==> config.mk <==
export PLATFORM = sky130hd
export DESIGN_NAME = instr_trace_buffer
export DESIGN_NICKNAME = d
export VERILOG_FILES = /design/src/rtl/instr_trace_buffer.sv
export SDC_FILE = /design/constraint.sdc
export NUM_CORES = 1
export LEC_CHECK = 0
export ABC_AREA = 1
export CAP_MARGIN = 20
export CELL_PAD_IN_SITES_DETAIL_PLACEMENT = 1
export CELL_PAD_IN_SITES_GLOBAL_PLACEMENT = 1
export CORE_MARGIN = 2
export CORE_UTILIZATION = 55
export CTS_BUF_LIST = sky130_fd_sc_hd__clkbuf_2 sky130_fd_sc_hd__clkbuf_4 sky130_fd_sc_hd__clkbuf_8
export DETAILED_ROUTE_END_ITERATION = 6
export GPL_TIMING_DRIVEN = 0
export PLACE_DENSITY_LB_ADDON = 0.1
export SLEW_MARGIN = 20
export SYNTH_ARGS = -nofsm -noshare
export SYNTH_HDL_FRONTEND = slang
export SYNTH_SLANG_ARGS = --single-unit
==> constraint.sdc <==
create_clock -name CLOCK -period 13.37 [get_ports CLOCK]
set_input_delay 2.0055 -clock CLOCK [delete_from_list [all_inputs] [get_ports CLOCK]]
set_output_delay 2.0055 -clock CLOCK [all_outputs]
set_load 0.05 [all_outputs]
==> src/rtl/instr_trace_buffer.sv <==
// Circular trace of (PC, Instr) pairs, one per executed instruction, taken from the
// fetch-state transitions of the multicycle CPU and read back oldest-first by index.
module instr_trace_buffer #(
  parameter int         DEPTH        = 16,
  parameter logic [3:0] FETCH_STATE  = 4'd0,
  parameter bit         STOP_ON_FULL = 1'b0,
  localparam int        AW           = $clog2(DEPTH)
) (
  input  logic          CLOCK,
  input  logic          Reset,
  input  logic          Clear,
  input  logic          Enable,
  input  logic [31:0]   PC,
  input  logic [31:0]   Instr,
  input  logic [3:0]    Estado,
  input  logic [AW-1:0] RdIdx,
  output logic [31:0]   RdPC,
  output logic [31:0]   RdInstr,
  output logic [AW:0]   Count,
  output logic          Full,
  output logic          Overflow,
  output logic          dbg_state_o
);

  typedef enum logic {ARMED = 1'b0, PENDING = 1'b1} state_e;

  state_e        state_q;
  logic [3:0]    estado_q;
  logic [31:0]   pc_hold_q;
  logic [AW-1:0] wr_ptr_q, wr_ptr_d;
  logic [AW:0]   count_q, count_d;
  logic          overflow_q, overflow_d;
  logic [31:0]   rd_pc_q, rd_instr_q;
  logic [63:0]   mem_q [DEPTH];

  logic          flush, entry, exit_ev, full, commit, do_write;
  logic [AW-1:0] rd_addr;

  assign flush   = Reset | Clear;
  assign entry   = (Estado == FETCH_STATE) && (estado_q != FETCH_STATE);
  assign exit_ev = (estado_q == FETCH_STATE) && (Estado != FETCH_STATE);
  assign full    = (count_q == (AW+1)'(DEPTH));
  assign commit  = (state_q == PENDING) && exit_ev;

  // Once full, the oldest entry sits at wr_ptr; the AW-bit add wraps modulo DEPTH.
  assign rd_addr = full ? (wr_ptr_q + RdIdx) : RdIdx;

  always_comb begin
    count_d    = count_q;
    wr_ptr_d   = wr_ptr_q;
    overflow_d = overflow_q;
    do_write   = 1'b0;
    if (commit) begin
      if (!full) begin
        do_write = 1'b1;
        wr_ptr_d = wr_ptr_q + AW'(1);
        count_d  = count_q + (AW+1)'(1);
      end else begin
        overflow_d = 1'b1;
        if (!STOP_ON_FULL) begin
          do_write = 1'b1;
          wr_ptr_d = wr_ptr_q + AW'(1);
        end
      end
    end
  end

  always_ff @(posedge CLOCK) begin
    if (flush) begin
      state_q    <= ARMED;
      estado_q   <= 4'hF;
      pc_hold_q  <= 32'd0;
      wr_ptr_q   <= '0;
      count_q    <= '0;
      overflow_q <= 1'b0;
      rd_pc_q    <= 32'd0;
      rd_instr_q <= 32'd0;
    end else begin
      estado_q   <= Estado;
      wr_ptr_q   <= wr_ptr_d;
      count_q    <= count_d;
      overflow_q <= overflow_d;
      rd_pc_q    <= mem_q[rd_addr][63:32];
      rd_instr_q <= mem_q[rd_addr][31:0];
      case (state_q)
        ARMED: begin
          if (entry && Enable) begin
            pc_hold_q <= PC;
            state_q   <= PENDING;
          end
        end
        PENDING: begin
          // Enable is ignored here: a capture that has started always completes.
          if (exit_ev) begin
            state_q <= ARMED;
          end else if (entry) begin
            pc_hold_q <= PC;
          end
        end
        default: state_q <= ARMED;
      endcase
    end
  end

  always_ff @(posedge CLOCK) begin
    if (do_write && !flush) begin
      mem_q[wr_ptr_q] <= {pc_hold_q, Instr};
    end
  end

  assign RdPC        = rd_pc_q;
  assign RdInstr     = rd_instr_q;
  assign Count       = count_q;
  assign Full        = full;
  assign Overflow    = overflow_q;
  assign dbg_state_o = state_q;

endmodule

### Word-level counts from Yosys, hierarchy flattened

Memories as Yosys holds them, arrays and structs flattened. A register that Yosys moved wholly into a read port is not among the register bits.
Index checks and enable logic that the tools add are counted.

| storage, ports and cells | value |
|---|---|
| flip-flop bits (word level) | 47 |
| RAM bits | 1024 |
| input bits | 76 |
| output and inout bits | 72 |
| word-level logic and storage cells | 41 |
| memories | 1 |

Memories:

| name | depth | width | rd ports | clocked after Yosys merged registers in | write ports | line | RTL |
|---|---|---|---|---|---|---|---|
| mem_q | 16 | 64 | 1 | 1 | 1 | 34 | `logic [63:0] mem_q [DEPTH];` |

| cells by class | value |
|---|---|
| add/subtract/negate cells | 3 |
| equal/unequal tests | 4 |
| multiplexer cells | 11 |
| bitwise logic cells | 3 |
| reduce and logical (&&, ||, !) cells | 13 |

Operators by type and width:

| operator | count |
|---|---|
| $mux 32 | 3 |
| $pmux 32 s2 | 1 |
| $logic_not 4->1 | 2 |
| $reduce_bool 4->1 | 2 |
| $add 5x1->5 const B | 1 |
| $eq 5x5->1 const B | 1 |
| $logic_and 1x1->1 | 5 |
| $mux 1 | 5 |
| $add 4x1->4 const B | 1 |
| $add 4x4->4 | 1 |
| $mux 4 | 1 |
| $ne 2x2->1 const B | 2 |
| $reduce_and 2->1 | 2 |
| $reduce_and 3->1 | 1 |
| $ne 2x1->1 const B | 1 |
| $not 1->1 | 2 |
| $pmux 1 s2 | 1 |
| $logic_not 1->1 | 1 |
| $or 1x1->1 | 1 |

### Longest topological paths before layout

Gate-level depths: netlist of run 1.

| logic depth | value |
|---|---|
| depth after elaboration | 7 |
| depth in mapped cells | 14 |
| mapped depth without buffers | 12 |

### Worst setup path before layout of run 1

Ideal clock, no wire load.

| path | value |
|---|---|
| kind | input to register |
| start | in Estado[1] |
| end | mem mem_q[10][0], enable pin |
| setup time | 0.565 ns |
| arrival | 7.230 ns |
| required time | 12.805 ns |
| setup slack | 5.575 ns |
| stages on the path | 6 |
| path buffers | 0 |
| cell sequence | nor4_1 > nor3_1 > inv_1 > nor2_1 > nand2_1 > nor3_1 |

| on the way | value |
|---|---|
| cells in the longest elaborated chain, start to end | 7 |

RTL lines:

| element | line | RTL |
|---|---|---|
| from (decl) | 15 | `input logic [3:0] Estado,` |
| $reduce_bool 4->1 | 41 | `assign exit_ev = (estado_q == FETCH_STATE) && (Estado != FETCH_STATE);` |
| $logic_and 1x1->1 | 41 |  |
| $logic_and 1x1->1 | 43 | `assign commit = (state_q == PENDING) && exit_ev;` |
| $mux 1 | 53 | `if (commit) begin` |
| $logic_and 1x1->1 | 106 | `if (do_write && !flush) begin` |
| $mux 1 | 106 |  |
| $mux 1 (implied by the code) | 107 | `mem_q[wr_ptr_q] <= {pc_hold_q, Instr};` |
| to (decl) | 34 |  |

No other way between the ends.

### Worst setup path after layout of run 1

| path | value |
|---|---|
| start | in Estado[0] |
| end | mem mem_q[3][29], enable pin |

Same word-level chain as after synthesis.

==> results of run 1 <==
## area by class of cell
type	count	area, sq um	area share [%]
Clock inverter	55	376.6	0.6683
Inverter	1074	4031	7.154
Timing Repair Buffer	254	2765	4.907
Sequential cell	1135	32970	58.51
Multi-Input combinational cell	2152	10080	17.90
Buffer	261	1201	2.132
Clock buffer	287	3456	6.133
Antenna cell	8	20.02	0.03553
Tap cell	1155	1445	2.565
## per-stage QoR
step / setup slack, ns / setup TNS (ns) / instances
after floorplan: 5.575 / 0 / 4622
after global placement: -1.259 / -168.10 / 5924
after detailed placement: 7.332 / 0 / 6029
after CTS: 8.261 / 0 / 6371
after global routing: 8.160 / 0 / 6378
final: 8.231 / 0 / 6381
## flip-flops by register name (all words and copies together) (netlist names), 4 cells and up
signal,count
Count,5
RdInstr,32
RdPC,32
estado_q,4
mem_q,1024
pc_hold_q,32
wr_ptr_q,4
## critical path, stage by stage
cell and delay, ns:
clkdlybuf4s50_1 0.49, nor4_1 0.09, nor3_1 0.71, nand2_1 0.47, nor3_2 0.76, buf_4 0.33
buf_4 0.23, buf_6 0.18, buf_4 0.21, buf_4 0.22
## cells in the final DEF, fill, tap and decap left out, types with 2 or more instances in the layout
master,count
nand3_1,1223
inv_6,2
a21oi_1,107
dfxtp_1,111
bufinv_16,4
ha_1,9
o21ai_2,3
nor2_1,6
nand2_1,730
buf_12,13
nor2_4,9
inv_1,1070
edfxtp_1,1024
nor3_1,2
o21ai_0,38
buf_1,15
xnor2_1,4
clkbuf_4,80
xor2_1,2
buf_6,16
clkinvlp_4,8
clkdlybuf4s50_1,147
buf_4,63
clkinv_2,20
clkbuf_1,69
buf_16,13
clkinv_1,22
diode_2,8
buf_2,177
or2_2,4
inv_2,3
clkbuf_8,208
nor3_2,8
## power groups by stage
stage | sequential, W | combinational (W) | clock, W
global placement | 0.00393 | 0.000441 | 0
finish | 0.00386 | 0.000482 | 0.00316
detailed placement | 0.00393 | 0.000462 | 0
floorplan | 0.00397 | 0.000205 | 0
global route | 0.00386 | 0.000504 | 0.00330
CTS | 0.00386 | 0.000470 | 0.00316
## layer usage
layer / up-vias / global-route usage [%] / routed length (microns) / share of wire (%)
met5: - / 0 / 0 / 0
met4: 0 / 22.29 / 10350 / 6.0
met3: 547 / 7.428 / 15530 / 9.0
met2: 2316 / 63.02 / 82710 / 48
met1: 18853 / 46.98 / 63290 / 37
li1: 16072 / - / - / -
## kinds of logic (layout without fill, tap and decap cells)
group	after synthesis	in the layout	share of synthesized area, %
other	0	8	0
DFF	1135	1135	68.42
xor gates and xnor gates	6	6	0.1091
AOI/OAI and AO/OA	151	151	1.610
and+or+nand+nor	1985	1985	18.73
buffers and inverters	1335	1931	10.86
adders and majority gates	10	10	0.2752
## path summary, 6_finish.rpt
path | endpoint | slack (ns) | cells past startpoint
worst max register to register | mem_q[3][29]$_DFFE_PP_ | 9.41 | 10
worst max-delay path | mem_q[3][29]$_DFFE_PP_ | 8.23 | 10
worst min register to register | Overflow$_SDFFE_PP0P_ | 0.54 | 2
worst min-delay path | Overflow$_SDFFE_PP0P_ | 0.54 | 2
==> metrics, run 1 <==
run status finished, final reports clean; CTS tree done; clock power share 42.1%; Worst IR Drop VDD 0.1094 mV; IO Pins 148; Core Util, Final 64.96%; top post-synthesis cells by count nand3_1, inv_1, edfxtp_1; Core Footprint 86750 sq um; Die H 300 microns; Synth Flop Type edfxtp_1; GPL Wtd Cong 0.8238; Final setup viols 0; hold_ws 0.5404 ns; fillers 9353; hold crit path type register to register; 1st-pass router iterations 6; post-layout min period 5.139 ns; area grow syn2layout 16.94%; total CTS buffers 182; Antenna Nets Post-Route 0; Initial Util 55.55%; Clock Path Buffers 3; first-pass GRT wire length 250.7 mm; Synth area leader edfxtp_1; vias in the first global route 39902; worst slew pin tran 1.084 ns; Int Pwr 0.005696 W; final slew viol count 0; CP Launch Point Estado[0]; Yosys cell types 27; row count 108; Root Driver clkbuf_8; P per Cell Area 133.2 nW/um^2; Max Freq 194.6 MHz; number of max-cap violations 0; Final Cycle Share 38.44%; synthesized flop and latch total 1135; Worst R2R Start estado_q[3]$_SDFF_PP1_; post-DR vias/cell 5.922; most common cell in the netlist nand3_1; Starting DRT DRC Count 4361; Hold Buf Count CTS 0; Synth warnings 0; worst-path fanout max 8; H-tree depth 4; post-synthesis cell count 4622; drt wl/cell 26.94 microns; CP Capture Type register; clk slew on worst S/H paths 0.06 ns; Async S/R FF share, synth 0%; Mapped Avg Cell Area 10.43 sq um; Worst Skew 0.03819 ns; CTS sink count 1135; syn_nets 4708; WL final 171.9 mm; GRT Total Usage 38.14%; post-layout instance area 56350 sq um; Horiz. Die Dim 300 microns; Pwr Total 0.007504 W; Remaining DRCs 0; Die ar. 90000 sq um; sequential share of the synthesized area 68.42%; Clock Latency Late Sink 0.89 ns; combinational share of power 6.4%; vias 37788; Crit path arrival time 5.71 ns; switching portion of total power 24.09%; initial antenna violation count 10; Slew headroom 27.72%; RSZ-0062 raised after global routing false; Post-CTS Setup Bufs 0; Fin. Hold Viols 0; Synth area leaders edfxtp_1, nand3_1, inv_1, nand2_1, dfxtp_1; Post-DP HPWL 113.8 mm; Post-Syn Area 48190 sq um; WS Path Type primary input to register; area share of the largest cell type after synthesis 63.81%; Min-Delay Startpoint Overflow$_SDFFE_PP0P_; LEAKAGE 24.02 nW; IO Port Bufs 147; placed inst area 52480 sq um; number of synthesized flops with an enable pin 1024; CP required 13.94 ns; CTS resizes 0; startpoint types primary input; largest net degree at the start of global routing 21; Psw 0.001808 W; Final nets 5146; Congestion Overflow GR 0; Sequential Power Share 51.4%; share of cells above drive strength 1 12.17%
(Power assumes the default switching activity.)
==> run 2: changes to the inputs <==
--- a/config.mk
+++ b/config.mk
@@ -10,7 +10,7 @@
 export CELL_PAD_IN_SITES_DETAIL_PLACEMENT = 1
 export CELL_PAD_IN_SITES_GLOBAL_PLACEMENT = 1
 export CORE_MARGIN = 2
-export CORE_UTILIZATION = 55
+export CORE_UTILIZATION = 51
 export CTS_BUF_LIST = sky130_fd_sc_hd__clkbuf_2 sky130_fd_sc_hd__clkbuf_4 sky130_fd_sc_hd__clkbuf_8
 export DETAILED_ROUTE_END_ITERATION = 6
 export GPL_TIMING_DRIVEN = 0
==> constraint.sdc (replaced) <==
create_clock -name CLOCK -period 5.3 [get_ports CLOCK]
set_input_delay 0.795 -clock CLOCK [delete_from_list [all_inputs] [get_ports CLOCK]]
set_output_delay 0.795 -clock CLOCK [all_outputs]
set_load 0.05 [all_outputs]
==> metrics, run 2 (synthesis gave the netlist of run 1 again) <==
Starting DRT DRC Count 3862; RSZ-0062 raised after global routing false; run status finished, final reports clean; CTS sink count 1135; IO Pins 148; Congestion Overflow GR 0; vias in the first global route 38019; DP Worst Slack 0.9535 ns; WS Path Type register to output port; CTS resizes 0; post-layout min period 3.772 ns; GRT Total Usage 33.35%; worst-path fanout max 8; worst slew pin tran 1.159 ns; row count 112; Sequential Power Share 51.9%; area grow syn2layout 17.76%; Worst Skew 0.02924 ns; Int Pwr 0.01432 W; Fin. Hold Viols 0; Post-CTS Setup Bufs 0; Root Driver clkbuf_8; Die H 311.4 microns; Crit path arrival time 2.98 ns; switching portion of total power 23.71%; Die ar. 96960 sq um; CP required 4.51 ns; worst setup margin 1.528 ns; number of max-cap violations 0; WL final 162.6 mm; first-pass GRT wire length 238.3 mm; Final setup viols 0; Worst IR Drop VDD 0.2379 mV; most frequent cells in the layout nand3_1, inv_1, edfxtp_1; post-DR vias/cell 5.653; Max Freq 265.1 MHz; Slew headroom 22.70%; Psw 0.004448 W; fillers 10097; Clock Path Buffers 3; Core Footprint 93470 sq um; startpoint types register; Final Cycle Share 71.18%; Remaining DRCs 0; 1st-pass router iterations 6; hold crit path type register to register; Clock Latency Late Sink 0.86 ns; largest net degree at the start of global routing 21; IO Port Bufs 147; clock power share 41.9%; Final nets 5141; Hold Buf Count CTS 0; most common library cell in the layout ignoring fill and taps nand3_1; final slew viol count 0; CTS tree done; drt wl/cell 25.12 microns; Reg with most FFs mem_q; Antenna Nets Post-Route 0; P per Cell Area 330.6 nW/um^2; clk slew on worst S/H paths 0.06 ns; Largest register FFs 1024; total CTS buffers 189; share of cells above drive strength 1 11.95%; H-tree depth 4; combinational share of power 6.2%; Initial Util 51.56%; vias 36580; GPL Wtd Cong 0.8206; initial antenna violation count 9; final setup TNS 0 ns; Post-DP HPWL 111.7 mm; LEAKAGE 24.24 nW; CP Capture Type output port; Horiz. Die Dim 311.4 microns
-- run 2: power by group through the flow --
stage               clock, W  sequential, W  combinational (W)
floorplan                  0         0.0100           0.000510
global placement           0        0.00992            0.00111
detailed placement         0        0.00992            0.00114
CTS                  0.00792        0.00974            0.00115
global route         0.00830        0.00973            0.00123
finish               0.00786        0.00974            0.00116
-- run 2: area by class of cell --
cell class / count / area [sq um] / share of cell area [%]
antenna: 4 / 10.01 / 0.01764
buffer: 261 / 1201 / 2.117
clock buffer: 300 / 3597 / 6.339
clock inverter: 49 / 229.0 / 0.4035
inverter: 1074 / 4031 / 7.104
multi-input combinational: 2152 / 10120 / 17.83
sequential: 1135 / 32970 / 58.10
tap: 1254 / 1569 / 2.765
timing repair buffer: 242 / 3018 / 5.318
-- run 2: critical path, cell delays in order, from the launching register on --
cell and delay, ns:
dfxtp_1 0.40, inv_1 0.08, ha_1 0.18, nand2_1 0.07
clkinv_1 0.20, nand2_4 0.24, inv_2 0.18, clkdlybuf4s50_1 0.75
-- run 2: through the flow --
stage | power (W) | instance area, sq um | hold slack (ns) | std cells | util, %
final | 0.01876 | 56750 | 0.5329 | 6471 | 60.71
after global routing | 0.01927 | 56740 | 0.5288 | 6469 | 60.71
after CTS | 0.01881 | 56730 | 0.4635 | 6466 | 60.69
after detailed placement | 0.01107 | 52900 | 0.5005 | 6117 | 56.60
after global placement | 0.01103 | 51250 | 0.4575 | 6023 | 54.84
after floorplan | 0.01052 | 48210 | 0.5465 | 4622 | -
-- run 2: worst paths after layout --
path,start,end,slack [ns],cells after the start
max reg2reg,Count[1]$_SDFFE_PP0P_,RdInstr[16]$_SDFF_PP0_,1.62,12
min,Overflow$_SDFFE_PP0P_,Overflow$_SDFFE_PP0P_,0.53,2
max,Count[1]$_SDFFE_PP0P_,Full,1.53,7
min reg2reg,Overflow$_SDFFE_PP0P_,Overflow$_SDFFE_PP0P_,0.53,2
-- run 2: routing by layer --
metal / up-vias / share of wire [%] / global-route usage, %
met5: - / 0.037 / 0
met4: 10 / 4.9 / 16.11
met3: 446 / 8.4 / 6.921
met2: 1727 / 47 / 54.35
met1: 18360 / 39 / 42.71
li1: 16037 / - / -
